## src/rtl/fsm_pkg.sv

```systemverilog
// -----------------------------------------------------------------------------
// fsm_pkg
// Shared elaboration-time helpers for the FSM library.
//   clog2    : ceiling log2, used to size state registers.
//   kmp_next : next matched-prefix length of a serial pattern matcher
//              (KMP automaton), with optional overlap after a full match.
// Patterns are passed LSB-aligned in a 16-bit vector; bit pat_w-1 is the
// first bit of the pattern to be matched.
// -----------------------------------------------------------------------------
package fsm_pkg;

  localparam int MAX_PAT_W = 16;

  // Smallest r with 2**r >= value.
  function automatic int clog2(input int value);
    int result;
    result = 0;
    for (int i = 0; i < 30; i++) begin
      if ((1 << i) < value) begin
        result = i + 1;
      end else begin
        result = result;
      end
    end
    return result;
  endfunction

  // Bit idx of the pattern vector; shifting avoids a variable-width bit select.
  function automatic logic pat_bit(input logic [15:0] pattern, input int idx);
    logic [15:0] shifted;
    shifted = pattern >> idx;
    return shifted[0];
  endfunction

  // Length of the longest proper prefix of the full pattern that is also a
  // suffix of it: where matching resumes after a full match with overlap.
  function automatic int kmp_fail(input logic [15:0] pattern, input int pat_w);
    int   result;
    logic ok;
    result = 0;
    for (int len = 1; len < MAX_PAT_W; len++) begin
      if (len < pat_w) begin
        ok = 1'b1;
        for (int j = 0; j < MAX_PAT_W; j++) begin
          if (j < len) begin
            if (pat_bit(pattern, pat_w - 1 - j) != pat_bit(pattern, len - 1 - j)) begin
              ok = 1'b0;
            end else begin
              ok = ok;
            end
          end else begin
            ok = ok;
          end
        end
        if (ok) begin
          result = len;
        end else begin
          result = result;
        end
      end else begin
        result = result;
      end
    end
    return result;
  endfunction

  // Next state from matched length k on bit b. From the full-match state the
  // matcher first falls back (to the border with overlap, to 0 without), then
  // consumes b. The result is the longest pattern prefix that is a suffix of
  // (matched prefix followed by b), searched by increasing length.
  function automatic int kmp_next(input logic [15:0] pattern, input int pat_w,
                                  input int k, input logic b, input logic overlap);
    int   start;
    int   seq_len;
    int   idx;
    int   result;
    logic ok;
    logic sbit;
    if (k >= pat_w) begin
      if (overlap) begin
        start = kmp_fail(pattern, pat_w);
      end else begin
        start = 0;
      end
    end else begin
      start = k;
    end
    seq_len = start + 1;
    result  = 0;
    for (int len = 1; len <= MAX_PAT_W; len++) begin
      if ((len <= seq_len) && (len <= pat_w)) begin
        ok = 1'b1;
        for (int j = 0; j < MAX_PAT_W; j++) begin
          if (j < len) begin
            idx = seq_len - len + j;
            // position 'start' of the sequence is the new bit, earlier ones are pattern bits
            if (idx == start) begin
              sbit = b;
            end else begin
              sbit = pat_bit(pattern, pat_w - 1 - idx);
            end
            if (sbit != pat_bit(pattern, pat_w - 1 - j)) begin
              ok = 1'b0;
            end else begin
              ok = ok;
            end
          end else begin
            ok = ok;
          end
        end
        if (ok) begin
          result = len;
        end else begin
          result = result;
        end
      end else begin
        result = result;
      end
    end
    return result;
  endfunction

endpackage

```

## src/rtl/moore_seq_next.sv

```systemverilog
// -----------------------------------------------------------------------------
// moore_seq_next
// Combinational next-state function of a serial pattern matcher. The whole
// transition table is computed at elaboration with fsm_pkg::kmp_next, so the
// logic is just a lookup on (state, in). Encodings above PAT_W map to 0.
// Ports:
//   state      : current matched-prefix length (0..PAT_W)
//   in         : serial data bit
//   next_state : matched-prefix length after consuming 'in'
// -----------------------------------------------------------------------------
module moore_seq_next
  import fsm_pkg::*;
#(
  parameter int             PAT_W   = 4,
  parameter logic [PAT_W-1:0] PATTERN = 4'b1011,
  parameter bit             OVERLAP = 1'b1,
  parameter int             SW      = clog2(PAT_W + 1)
) (
  input  logic [SW-1:0] state,
  input  logic          in,
  output logic [SW-1:0] next_state
);

  localparam int          NUM_ENC = 1 << SW;
  localparam logic [15:0] PAT16   = 16'(PATTERN);

  logic [SW-1:0] next_on0_s [NUM_ENC];
  logic [SW-1:0] next_on1_s [NUM_ENC];

  for (genvar k = 0; k < NUM_ENC; k++) begin : g_enc
    localparam int N0 = (k <= PAT_W) ? kmp_next(PAT16, PAT_W, k, 1'b0, OVERLAP) : 0;
    localparam int N1 = (k <= PAT_W) ? kmp_next(PAT16, PAT_W, k, 1'b1, OVERLAP) : 0;
    assign next_on0_s[k] = SW'(N0);
    assign next_on1_s[k] = SW'(N1);
  end

  // Table lookup of the next state for the presented bit.
  always_comb begin
    next_state = '0;
    if (in) begin
      next_state = next_on1_s[state];
    end else begin
      next_state = next_on0_s[state];
    end
  end

endmodule

```

## src/rtl/moore_seq_detector.sv

```systemverilog
// -----------------------------------------------------------------------------
// moore_seq_detector
// Moore serial pattern detector with input qualifier, synchronous clear and a
// saturating match counter.
// Ports:
//   clk       : clock, rising edge
//   reset_n   : asynchronous active-low reset
//   in_valid  : qualifies 'in'; nothing advances while low
//   in        : serial data bit, pattern MSB first
//   clear     : synchronous clear of state, counter and sticky flag (wins over in_valid)
//   out       : 1 while the matcher sits in the full-match state
//   match_cnt : number of entries into the match state, saturating
//   cnt_sat   : sticky, set when match_cnt reaches all-ones
// -----------------------------------------------------------------------------
module moore_seq_detector
  import fsm_pkg::*;
#(
  parameter int               PAT_W   = 4,
  parameter logic [PAT_W-1:0] PATTERN = 4'b1011,
  parameter bit               OVERLAP = 1'b1,
  parameter int               CNT_W   = 8
) (
  input  logic             clk,
  input  logic             reset_n,
  input  logic             in_valid,
  input  logic             in,
  input  logic             clear,
  output logic             out,
  output logic [CNT_W-1:0] match_cnt,
  output logic             cnt_sat
);

  localparam int               SW          = clog2(PAT_W + 1);
  localparam logic [SW-1:0]    MATCH_STATE = SW'(PAT_W);
  localparam logic [CNT_W-1:0] CNT_MAX     = '1;

  logic [SW-1:0]    state_r;
  logic             out_r;
  logic [CNT_W-1:0] cnt_r;
  logic             sat_r;

  logic [SW-1:0]    kmp_next_s;
  logic [SW-1:0]    state_d_s;
  logic             out_d_s;
  logic [CNT_W-1:0] cnt_d_s;
  logic             sat_d_s;

  moore_seq_next #(
    .PAT_W   (PAT_W),
    .PATTERN (PATTERN),
    .OVERLAP (OVERLAP),
    .SW      (SW)
  ) u_next (
    .state      (state_r),
    .in         (in),
    .next_state (kmp_next_s)
  );

  // Next-value selection: clear first, then an accepted bit, otherwise hold.
  always_comb begin
    state_d_s = state_r;
    out_d_s   = out_r;
    cnt_d_s   = cnt_r;
    sat_d_s   = sat_r;
    if (clear) begin
      state_d_s = '0;
      out_d_s   = 1'b0;
      cnt_d_s   = '0;
      sat_d_s   = 1'b0;
    end else if (in_valid) begin
      state_d_s = kmp_next_s;
      // out is registered from the next state, so it always equals (state == PAT_W)
      out_d_s   = (kmp_next_s == MATCH_STATE);
      if ((kmp_next_s == MATCH_STATE) && (cnt_r != CNT_MAX)) begin
        cnt_d_s = cnt_r + CNT_W'(1);
      end else begin
        cnt_d_s = cnt_r;
      end
      sat_d_s = sat_r | (cnt_d_s == CNT_MAX);
    end else begin
      state_d_s = state_r;
      out_d_s   = out_r;
      cnt_d_s   = cnt_r;
      sat_d_s   = sat_r;
    end
  end

  // Matcher state, Moore output, counter and sticky flag registers.
  always_ff @(posedge clk or negedge reset_n) begin
    if (!reset_n) begin
      state_r <= '0;
      out_r   <= 1'b0;
      cnt_r   <= '0;
      sat_r   <= 1'b0;
    end else begin
      state_r <= state_d_s;
      out_r   <= out_d_s;
      cnt_r   <= cnt_d_s;
      sat_r   <= sat_d_s;
    end
  end

  assign out       = out_r;
  assign match_cnt = cnt_r;
  assign cnt_sat   = sat_r;

endmodule

```

## config.mk

```make
export PLATFORM = sky130hd
export DESIGN_NAME = moore_seq_detector
export DESIGN_NICKNAME = d
export VERILOG_FILES = /design/src/rtl/fsm_pkg.sv /design/src/rtl/moore_seq_next.sv /design/src/rtl/moore_seq_detector.sv
export SDC_FILE = /design/constraint.sdc
export NUM_CORES = 1
export LEC_CHECK = 0
export CAP_MARGIN = 20
export CORE_MARGIN = 10
export CORE_UTILIZATION = 40
export CTS_CLUSTER_DIAMETER = 200
export DETAILED_ROUTE_END_ITERATION = 16
export PLACE_DENSITY_LB_ADDON = 0.1
export SYNTH_ARGS = -nofsm -noshare
export SYNTH_HDL_FRONTEND = slang
export SYNTH_SLANG_ARGS = --single-unit
```

## constraint.sdc

```tcl
create_clock -name clk -period 2.05 [get_ports clk]
set_input_delay 0.615 -clock clk [delete_from_list [all_inputs] [get_ports clk]]
set_output_delay 0.615 -clock clk [all_outputs]
set_load 0.01 [all_outputs]
```

After elaboration in Yosys (flattened, before gate mapping)
Memory sizes are Yosys's and may differ from the RTL's.
Cells that the tools add are included.
{"block": "totals", "reg_bits": 13, "romBits": 48, "input_bits": 5, "out_inout_bits": 10, "word_cells": 31, "n_memories": 2}
{"block": "op_classes", "n_addsub": 1, "n_lt_le_gt_ge": 1, "n_eq_ne": 3, "n_mux": 16, "bitwise": 2, "n_reduce_logical": 2}
{"name": "(name not given)", "words": 8, "width": 3, "rd": 1, "rd_clocked_by_memory_dff": 0, "write_ports": 0, "line_no": "moore_seq_next.sv:43", "source": "next_state = next_on0_s[state];"}
{"name": "(name not given)", "words": 8, "width": 3, "rd": 1, "rd_clocked_by_memory_dff": 0, "write_ports": 0, "line_no": "moore_seq_next.sv:41", "source": "next_state = next_on1_s[state];"}
{"op": "2-to-1 mux 8 bit", "count": 5}
{"op": "2-to-1 mux 3 bit", "count": 7}
{"op": "adder 8 x 1 -> 8 bit (second input constant)", "count": 1}
{"op": "== test 8 bit (second input constant)", "count": 1}
{"op": "!= test 8 bit (second input constant)", "count": 1}
{"op": ">= comparator 4 bit (second input constant)", "count": 1}
{"op": "2-to-1 mux 1 bit", "count": 4}
{"op": "inverter 3 -> 4 bit", "count": 1}
{"op": "== test 3 bit (second input constant)", "count": 1}
{"op": "nonzero test 2 bit", "count": 1}
{"op": "logical AND 1 bit", "count": 1}
{"op": "bitwise OR 1 bit", "count": 1}

Logic depth before layout (Yosys ltp)
{"block": "depth", "word_depth": 14, "mapped_depth": 6, "ltp_nobuf": 6}

By module
From an unflattened synthesis, not the netlist that was laid out.
{"block": "hier_totals", "cells_unflattened": 93, "area_unflattened_um2": 868.3}
{"module": "moore_seq_detector", "n_inst": 1, "cells_per_inst": 85, "area_per_inst_um2": 808.3, "seq_area_each_um2": 325.3}
{"module": "moore_seq_next", "n_inst": 1, "cells_per_inst": 8, "area_per_inst_um2": 60.1, "seq_area_each_um2": 0.0}

Worst setup path after synthesis
No wires, ideal clock.
{"block": "synth_timing", "path_type": "register to register", "startpoint": "register cnt_r[1] (netlist: match_cnt[1])", "endpoint": "register sat_r (netlist: cnt_sat)", "setup_ns": 0.101, "arrival_ns": 1.648, "required_ns": 1.949, "path_slack_ns": 0.302, "stages_incl_launch_ff": 7, "path_buffers": 0, "period_less_slack_ns": 1.748, "path_cell_list": "dfrtp_1 ha_1 nand2_1 nor3_2 nor2_1 mux2i_1 o32ai_1"}
{"block": "synth_via", "elab_chain_len": 9, "word_cells_on_any_way": 10, "classes_between": "add/sub: 1; eq/ne: 2; mux: 5; bitwise: 1; reduce/logical: 1"}
{"element": "start, declared", "line_no": "moore_seq_detector.sv:39", "source": "logic [CNT_W-1:0] cnt_r;"}
{"element": "start signal, assigned", "line_no": "moore_seq_detector.sv:98", "source": "cnt_r <= cnt_d_s;"}
{"element": "branches (longest 2 deep; another with adder 8 x 1 -> 8 bit)"}
{"element": "2-to-1 mux 8 bit (*)", "line_no": "moore_seq_detector.sv:74", "source": "if ((kmp_next_s == MATCH_STATE) && (cnt_r != CNT_MAX)) begin"}
{"element": "2-to-1 mux 8 bit (*)", "line_no": "moore_seq_detector.sv:70", "source": "end else if (in_valid) begin"}
{"element": "2-to-1 mux 8 bit (*)", "line_no": "moore_seq_detector.sv:65", "source": "if (clear) begin"}
{"element": "== test 8 bit (*)", "line_no": "moore_seq_detector.sv:79", "source": "sat_d_s = sat_r | (cnt_d_s == CNT_MAX);"}
{"element": "bitwise OR 1 bit (*)", "line_no": "moore_seq_detector.sv:79"}
{"element": "2-to-1 mux 1 bit (*)", "line_no": "moore_seq_detector.sv:70"}
{"element": "2-to-1 mux 1 bit (*)", "line_no": "moore_seq_detector.sv:65"}
{"element": "end signal, assigned", "line_no": "moore_seq_detector.sv:99", "source": "sat_r <= sat_d_s;"}
{"element": "end, declared", "line_no": "moore_seq_detector.sv:40", "source": "logic sat_r;"}
Mark *: on every way between the ends. The select of a mux whose other input is x is not followed.
A chain may end at the register's enable or synchronous reset.

Worst setup path in the final report
{"block": "layout_timing", "startpoint": "register cnt_r[5] (netlist: match_cnt[5])", "endpoint": "output match_cnt[5]"}
{"element": "end, declared", "line_no": "moore_seq_detector.sv:29", "source": "output logic [CNT_W-1:0] match_cnt,"}
No word-level cell between the ends.

==> flow_summary.toml <==
[finish]
final_cell_mix = "14 x clkdlybuf4s50_1, 13 x nor2_1, 12 x dfrtp_1"
fin_area_mm2 = 0.001072
final_common_cell = "clkdlybuf4s50_1"
drive_gt1_share_pct = 17.39
area_growth_pct = 30.84
nFillCells = 202
nNetsFinal = 122
multiInputGateArea_um2 = 462.9
diodes = 0
layout.cells.non_filler = 142
regArea_um2 = 326.6
fin_util_pct = 54.66

[synthesis]
synth_edf_count = 0
ys_seq_elements = 13
syn_area_um2 = 819.5
async_flop_share_pct = 100.0
yosysSeqAreaShare_pct = 39.69
synth_nets = 97
synthDistinctLibCells = 33
ys_warn_count = 0
synthFlopType = "dfrtp_1"
syn_area_per_cell_um2 = 9.006
syn-instance-count = 91

[drt]
drtAntennaViolNets = 0
dr.pass1.iters = 4
initialDrtViolationCount = 17
vias = 737
drc = 0
drt_wl_total_um = 1857
avgViaCountPerCell = 5.190
wire_per_inst_um = 13.08

[min_path]
hp-class = "flop to flop"

[clock_tree]
htree_levels = 1
post_cts_buffers = 0
cts_tree = "built"
cts_root_buf = "clkbuf_4"
clock_path_buffers = 2
insertion_delay_ns = 0.28
cts_sinks = 13
numCtsBuffers = 3
path_clk_slew_ns = 0.08

[setup_path]
cp-end-kind = "primary output"
arrival_ns = 1.35
path_max_fanout = 7
crit_chain = "clkdlybuf4s50_1"
critical-path-slowest-cell = "clkdlybuf4s50_1"
start_kind = "flop"
crit_family = "buffers and inverters"
worstPathRequired_ns = 1.43
crit_type = "flop to primary output"
path_buf_inv = 1
slowest_delay_ns = 0.59

[grt]
grt_pass1_wl_um = 3270
antenna_found_initial = 0
track_usage_pct = 9.636
grt_max_degree = 14
grt_pass1_vias = 717
overflow = 0

[sta]
finalCritPeriodShare_pct = 96.09
setup_ws_ns = 0.08011
fin_crit_ns = 1.970
finalHoldViolations = 0
maxSlewViolCount = 0
fmax_mhz = 507.6
tightest_slew_ns = 0.2520
timing.slew.headroom_pct = 83.07
setup_viol = 0
worst_clock_skew_ns = 0.007842
rsz0062_at_grt = "no"
setup_tns_ns = 0

[outcome]
status = "complete, no violations"

[floorplanning]
die_area_mm2 = 0.004260
die_y_um = 65.27
io_pins = 15
core-area_mm2 = 0.001962
fp.dieW_um = 65.27
rows = 16
initial_core_util_pct = 41.77

[place]
hpwl_um = 1432
place_congestion = 0.8058
dpl_cell_area_mm2 = 0.001045
pre_cts_slack_ns = -0.1348
io_buffers = 14
placed_cells = 138

[flow_run]
drv_cap = 0

[power]
vdd_drop_max_uv = 266.8
leakage_uw = 0.0004271
power_density_mw_per_mm2 = 428.8
-- path summary, 6_finish.rpt --
check	from	end	slack (ns)	cells after the start
hold / removal	out$_DFFE_PN0P_	out$_DFFE_PN0P_	0.54	2
setup / recovery	match_cnt[5]$_DFFE_PN0P_	match_cnt[5]	0.08	1
setup reg to reg	match_cnt[1]$_DFFE_PN0P_	match_cnt[7]$_DFFE_PN0P_	0.27	7
min in group asynchronous	reset_n	state_r[2]$_DFFE_PN0P_	0.63	2
hold reg to reg	out$_DFFE_PN0P_	out$_DFFE_PN0P_	0.54	2
max in group asynchronous	reset_n	match_cnt[2]$_DFFE_PN0P_	1.23	2
-- kinds of logic after synthesis --
group	Yosys count	synth area share [%]
buffers and inverters	6	3.817
multiplexers	3	3.664
AND/OR/NAND/NOR	44	31.60
AO/OA/AOI/OAI	19	14.35
flip-flops	13	39.69
adder cells (fa/ha/maj)	1	1.526
XOR/XNOR	5	5.343
-- per-stage QoR --
| stage | power [µW] | hold slack, ns |
|---|---|---|
| after floorplan | 285.1 | 0.3194 |
| after global placement | 307.4 | 0.5241 |
| after detailed placement | 307.7 | 0.5373 |
| after CTS | 470.9 | 0.5494 |
| after global routing | 490.5 | 0.5790 |
| final | 459.8 | 0.5395 |
-- cell type report --
type / count / share of cell area [%]
inverter: 2 / 0.7001
multi-input combinational: 72 / 43.17
sequential: 13 / 30.46
clock buffer: 4 / 2.450
tap: 27 / 3.151
timing repair buffer: 24 / 20.07
-- cell usage after synthesis (all sizes together) (2+ instances only) --
master / instances / area (µm²)
a31oi: 2 / 12.51
nand2b: 5 / 31.28
inv: 2 / 7.510
mux2i: 3 / 30.03
xnor2: 5 / 43.79
buf: 2 / 16.26
nand3: 3 / 15.01
nor2: 13 / 48.80
clkbuf: 2 / 7.510
o21ai: 6 / 30.03
a21oi: 5 / 25.02
nor3: 5 / 30.03
dfrtp: 13 / 325.3
nand2: 9 / 41.29
-- power by group --
group / switching, µW / internal (µW)
Clock: 82.5 / 75.5
Sequential: 4.08 / 259
Combinational: 19.3 / 19.9
-- flip-flops by register name (all words and copies together), names as in the netlist --
| register | flops |
|---|---|
| out | 1 |
| cnt_sat | 1 |
| match_cnt | 8 |
| state_r | 3 |
-- timing repair --
item | in CTS | in global routing
hold buffers | 0 | 0
endpoints found under the setup margin | 0 | 1
resized for setup | 0 | 1
-- metal layers --
metal | global-route usage (%) | vias to the layer above | part of all wire, %
met1 | 10.97 | 352 | 45
met2 | 14.76 | 14 | 47
li1 | - | 369 | -
met3 | 5.593 | 2 | 7.5
met5 | 0 | - | 0
met4 | 3.209 | 0 | 0.48
(Power assumes the default switching activity.)
